**config.mk**
```make
export PLATFORM = sky130hd
export DESIGN_NAME = serial_bit_feeder
export DESIGN_NICKNAME = d
export VERILOG_FILES = /design/src/rtl/serial_bit_feeder_pkg.sv /design/src/rtl/serial_bit_feeder_tick.sv /design/src/rtl/serial_bit_feeder.sv
export SDC_FILE = /design/constraint.sdc
export NUM_CORES = 1
export LEC_CHECK = 0
export ABC_AREA = 0
export CORE_MARGIN = 2
export CORE_UTILIZATION = 46
export CTS_CLUSTER_DIAMETER = 40
export DETAILED_ROUTE_END_ITERATION = 8
export PLACE_DENSITY = 0.78
export SYNTH_ARGS = -nofsm -noshare
export SYNTH_HDL_FRONTEND = slang
export SYNTH_SLANG_ARGS = --single-unit
```
**constraint.sdc**
```tcl
create_clock -name clk -period 2.09 [get_ports clk]
set_input_delay 0.3135 -clock clk [delete_from_list [all_inputs] [get_ports clk]]
set_output_delay 0.3135 -clock clk [all_outputs]
set_load 0.05 [all_outputs]
```
**src/rtl/serial_bit_feeder_pkg.sv**
```systemverilog
// Shared types and defaults for the serial bit feeder and its bit-period divider.
package serial_bit_feeder_pkg;

    typedef enum logic {
        IDLE  = 1'b0,
        SHIFT = 1'b1
    } state_t;

    localparam int DEFAULT_WIDTH = 8;
    localparam int DEFAULT_DIV   = 1;

    // Counter width able to hold 0..n-1; at least one bit so n=1 still has a legal vector.
    function automatic int cnt_width(input int n);
        return (n > 1) ? $clog2(n) : 1;
    endfunction

endpackage

```
**src/rtl/serial_bit_feeder_tick.sv**
```systemverilog
// Bit-period divider: counts 0..DIV-1 while enabled and flags the first and last cycle of each period.
module bit_tick_gen
    import serial_bit_feeder_pkg::*;
#(
    parameter int DIV = DEFAULT_DIV
) (
    input  logic clk,
    input  logic rst,
    input  logic enable,
    output logic tick_first,
    output logic tick_last
);

    localparam int            CW   = cnt_width(DIV);
    localparam logic [CW-1:0] LAST = CW'(DIV - 1);

    logic [CW-1:0] cnt_q, cnt_d;

    assign tick_first = enable && (cnt_q == '0);
    assign tick_last  = enable && (cnt_q == LAST);

    // Held at zero while disabled so every new word starts on a fresh period.
    always_comb begin
        cnt_d = '0;
        if (enable && !tick_last) begin
            cnt_d = cnt_q + 1'b1;
        end
    end

    always_ff @(posedge clk or posedge rst) begin
        if (rst) begin
            cnt_q <= '0;
        end else begin
            cnt_q <= cnt_d;
        end
    end

endmodule

```
**src/rtl/serial_bit_feeder.sv**
```systemverilog
// Serializes parallel words onto x_out through a one-entry holding register,
// reloading back-to-back so consecutive words form a gapless bit stream.
module serial_bit_feeder
    import serial_bit_feeder_pkg::*;
#(
    parameter int WIDTH     = DEFAULT_WIDTH,
    parameter int DIV       = DEFAULT_DIV,
    parameter int MSB_FIRST = 1
) (
    input  logic             clk,
    input  logic             rst,
    input  logic [WIDTH-1:0] in_data,
    input  logic             in_valid,
    output logic             in_ready,
    output logic             x_out,
    output logic             bit_valid,
    output logic             word_done,
    output logic             busy
);

    localparam int            BW       = cnt_width(WIDTH);
    localparam logic [BW-1:0] LAST_BIT = BW'(WIDTH - 1);

    state_t           state_q, state_d;
    logic             hold_full_q, hold_full_d;
    logic [WIDTH-1:0] hold_q, hold_d;
    logic [WIDTH-1:0] shift_q, shift_d;
    logic [BW-1:0]    bit_cnt_q, bit_cnt_d;

    logic tick_first, tick_last;
    logic shifting, handshake, last_bit, load;

    assign shifting  = (state_q == SHIFT);
    assign in_ready  = ~hold_full_q;
    assign handshake = in_valid & in_ready;
    assign last_bit  = tick_last && (bit_cnt_q == LAST_BIT);
    assign load      = hold_full_q && (!shifting || last_bit);

    bit_tick_gen #(
        .DIV (DIV)
    ) u_tick (
        .clk        (clk),
        .rst        (rst),
        .enable     (shifting),
        .tick_first (tick_first),
        .tick_last  (tick_last)
    );

    always_ff @(posedge clk or posedge rst) begin
        if (rst) begin
            state_q <= IDLE;
        end else begin
            state_q <= state_d;
        end
    end

    always_comb begin
        state_d = state_q;
        case (state_q)
            IDLE:    if (hold_full_q) state_d = SHIFT;
            SHIFT:   if (last_bit && !hold_full_q) state_d = IDLE;
            default: state_d = IDLE;
        endcase
    end

    always_comb begin
        x_out     = 1'b0;
        bit_valid = 1'b0;
        word_done = 1'b0;
        busy      = 1'b0;
        if (shifting) begin
            busy      = 1'b1;
            x_out     = (MSB_FIRST != 0) ? shift_q[WIDTH-1] : shift_q[0];
            bit_valid = tick_first;
            word_done = last_bit;
        end
    end

    // Handshake and reload are mutually exclusive: a handshake needs hold_full clear, a reload needs it set.
    always_comb begin
        hold_d      = hold_q;
        hold_full_d = hold_full_q;
        shift_d     = shift_q;
        bit_cnt_d   = bit_cnt_q;
        if (handshake) begin
            hold_d      = in_data;
            hold_full_d = 1'b1;
        end else if (load) begin
            hold_full_d = 1'b0;
        end
        if (load) begin
            shift_d   = hold_q;
            bit_cnt_d = '0;
        end else if (last_bit) begin
            shift_d   = '0;
            bit_cnt_d = '0;
        end else if (tick_last) begin
            shift_d   = (MSB_FIRST != 0) ? {shift_q[WIDTH-2:0], 1'b0} : {1'b0, shift_q[WIDTH-1:1]};
            bit_cnt_d = bit_cnt_q + 1'b1;
        end
    end

    always_ff @(posedge clk or posedge rst) begin
        if (rst) begin
            hold_q      <= '0;
            hold_full_q <= 1'b0;
            shift_q     <= '0;
            bit_cnt_q   <= '0;
        end else begin
            hold_q      <= hold_d;
            hold_full_q <= hold_full_d;
            shift_q     <= shift_d;
            bit_cnt_q   <= bit_cnt_d;
        end
    end

endmodule

```
==> out/qor.txt <==
diodes inserted -> 0
final slew viol count -> 0
Residual DRC -> 0
Post-layout nets -> 127
initial drt markers -> 10
met1 usage -> 20.4%
post-synthesis sequential area ratio -> 52.8%
first-pass GRT wire length -> 3310 um
synthesized flop and latch total -> 22
post-synth cell types -> 22
clock skew -> 0.00185 ns
core box area -> 0.00217 mm2
synthesized area -> 0.00104 mm2
GPL Wtd Cong -> 0.839
via/cell ratio -> 5.25
M2 GR Usage -> 29.9%
max-cap check violation count -> 0
LEAKAGE -> 0.576 nW
Slew HR -> 66.6%
Final Instance Area -> 0.00126 mm2
status -> finished, final reports clean
CTS buffer count -> 3
# clock sinks -> 22
Cell Pwr Density -> 1030 mW/mm2
Peak VDD IR -> 0.605 mV
GRT Residual Overflow -> 0
fraction of layout cells with a size suffix above 1 -> 16.1%
post-synthesis area per instance -> 10.8 um2
Synth async-reset ratio -> 100%
clk_lat worst skew -> 0.31 ns
Die X -> 51.6 um
setup slack, reg-to-reg -> 0.39 ns
met3 Usage GRT -> 3.74%
most used routing layer -> met2
Net Count, Synth -> 110
pin count of the biggest net entering global routing -> 23
post-synthesis cell count -> 97
Reg clk slew, reported paths -> 0.11 ns
Clock Tree Buf Depth -> 2
htree depth -> 1
minimum clock period -> 1.88 ns
I/O pin count -> 16
initial antenna violation count -> 0
worst hold path class -> in -> async
RSZ-0062 raised after global routing -> no
num rows -> 17
GRT Util Overall -> 17.1%
r2r worst-path depth -> 5
commonest cells after routing, fill and taps aside -> dfrtp_1, a21oi_1, nand2_1, clkdlybuf4s50_1
vias in the first global route -> 771
Final period util -> 89.8%
vias after detailed routing -> 735
final hold violations -> 0
Initial Util -> 48.1%
post-synth top area share -> 52.8%
die height -> 51.6 um
Detail Placement HPWL -> 1470 um
Hold Slack -> 0.316 ns
Fin Setup TNS -> 0 ns
Post-synth top flop -> dfrtp_1
overall power -> 0.00130 W
crit path DAT -> 1.56 ns
Post-CTS Setup Repair Bufs -> 0
Placed Cells -> 137
CTS tree -> done
DRT Wirelength -> 1920 um
most common cell after layout, fill and taps aside -> dfrtp_1
synth top area cells -> dfrtp_1, mux2_2, a21oi_1, o22a_1, nand2b_1
Synth-to-Final Area Change -> 20.5%
CP Class -> reg -> out
Root Buffer -> clkbuf_4
Antenna Nets Post-Route -> 0
Port Buf Inserts -> 15
wire per inst -> 13.7 um
# setup viols final -> 0
Max Freq -> 533 MHz
Worst setup SP type -> register
DP Area -> 0.00123 mm2
CP Max Fanout -> 13
final cell count without fillers -> 140
Setup crit end kind -> output port
most area-hungry cell type in the Yosys netlist -> dfrtp_1
Ys Warns -> 0
Worst EP required -> 1.78 ns
die area -> 0.00267 mm2
number of enable flip-flop cells after synthesis -> 0
Worst-Margin Slew -> 0.500 ns
drt pass-1 iters -> 4
## flip-flops by register name, indices dropped and copies added, names as in the netlist
signal / flops
bit_cnt_q: 3
shift_q: 8
hold_q: 8
hold_full_q: 1
u_tick.cnt_q: 1
shifting: 1
## per-stage QoR
| stage | setup slack [ns] | utilization [%] |
|---|---|---|
| CTS | 0.0314 | 57.7 |
| global placement | 0.403 | 56.7 |
| detailed placement | 0.389 | 56.7 |
| floorplan | 0.0757 | - |
| finish | 0.213 | 58.0 |
| global route | 0.0998 | 58.0 |
## routing by layer
layer / vias up / wire (um)
met4: 0 / 34
met2: 17 / 942
li1: 362 / -
met5: - / 0
met1: 351 / 870
met3: 5 / 72
## cells by family after synthesis
kind of cell,after synthesis,share of synthesized area [%]
other cells,1,0.359
fa+ha+maj,2,2.40
simple gates,27,13.2
mux,9,9.59
compound gates,26,16.2
buf+inv,10,5.52
flops,22,52.8
## critical path: stages, from the launching register on
cell and delay, ns:
dfrtp_1 0.55, and2b_1 0.34, and2_1 0.22, buf_12 0.14
## cells in the mapped netlist (2+ instances only)
cell,count
a21oi_1,15
and2_1,2
buf_2,4
buf_6,2
dfrtp_1,22
ha_1,2
inv_1,3
mux2_2,8
nand2_1,10
nand2b_1,8
nor2_1,3
nor2b_1,2
o22a_1,7
## path summary, 6_finish.rpt
check | to | startpoint
min in group clk | bit_cnt_q[0]$_DFFE_PP0P_ | bit_cnt_q[0]$_DFFE_PP0P_
worst max-delay path | word_done | shifting$_DFF_PP0_
worst min-delay path | hold_q[1]$_DFFE_PP0P_ | rst
worst max register to register | shift_q[0]$_DFFE_PP0P_ | bit_cnt_q[0]$_DFFE_PP0P_
worst min register to register | bit_cnt_q[0]$_DFFE_PP0P_ | bit_cnt_q[0]$_DFFE_PP0P_
max in group asynchronous | shift_q[7]$_DFFE_PP0P_ | rst
## layout make-up
class | count | area [um2]
timing repair buffer | 19 | 203
inverter | 3 | 11.3
multi-input combinational | 65 | 435
tap | 28 | 35.0
clock buffer | 3 | 22.5
fill | 206 | 912
sequential | 22 | 551
## what timing repair did
item	4_1_cts	5_1_grt
gates resized for setup	0	2
hold buffers	0	0
endpoints found under the setup margin	0	2
## power breakdown
part           total [W]  switching [W]  internal, W
Clock           0.000193       0.000126    0.0000675
Sequential      0.000670      0.0000957     0.000574
Combinational   0.000433       0.000207     0.000226
Total            0.00130       0.000428     0.000867
No activity file was read; power rests on OpenSTA's default activity.
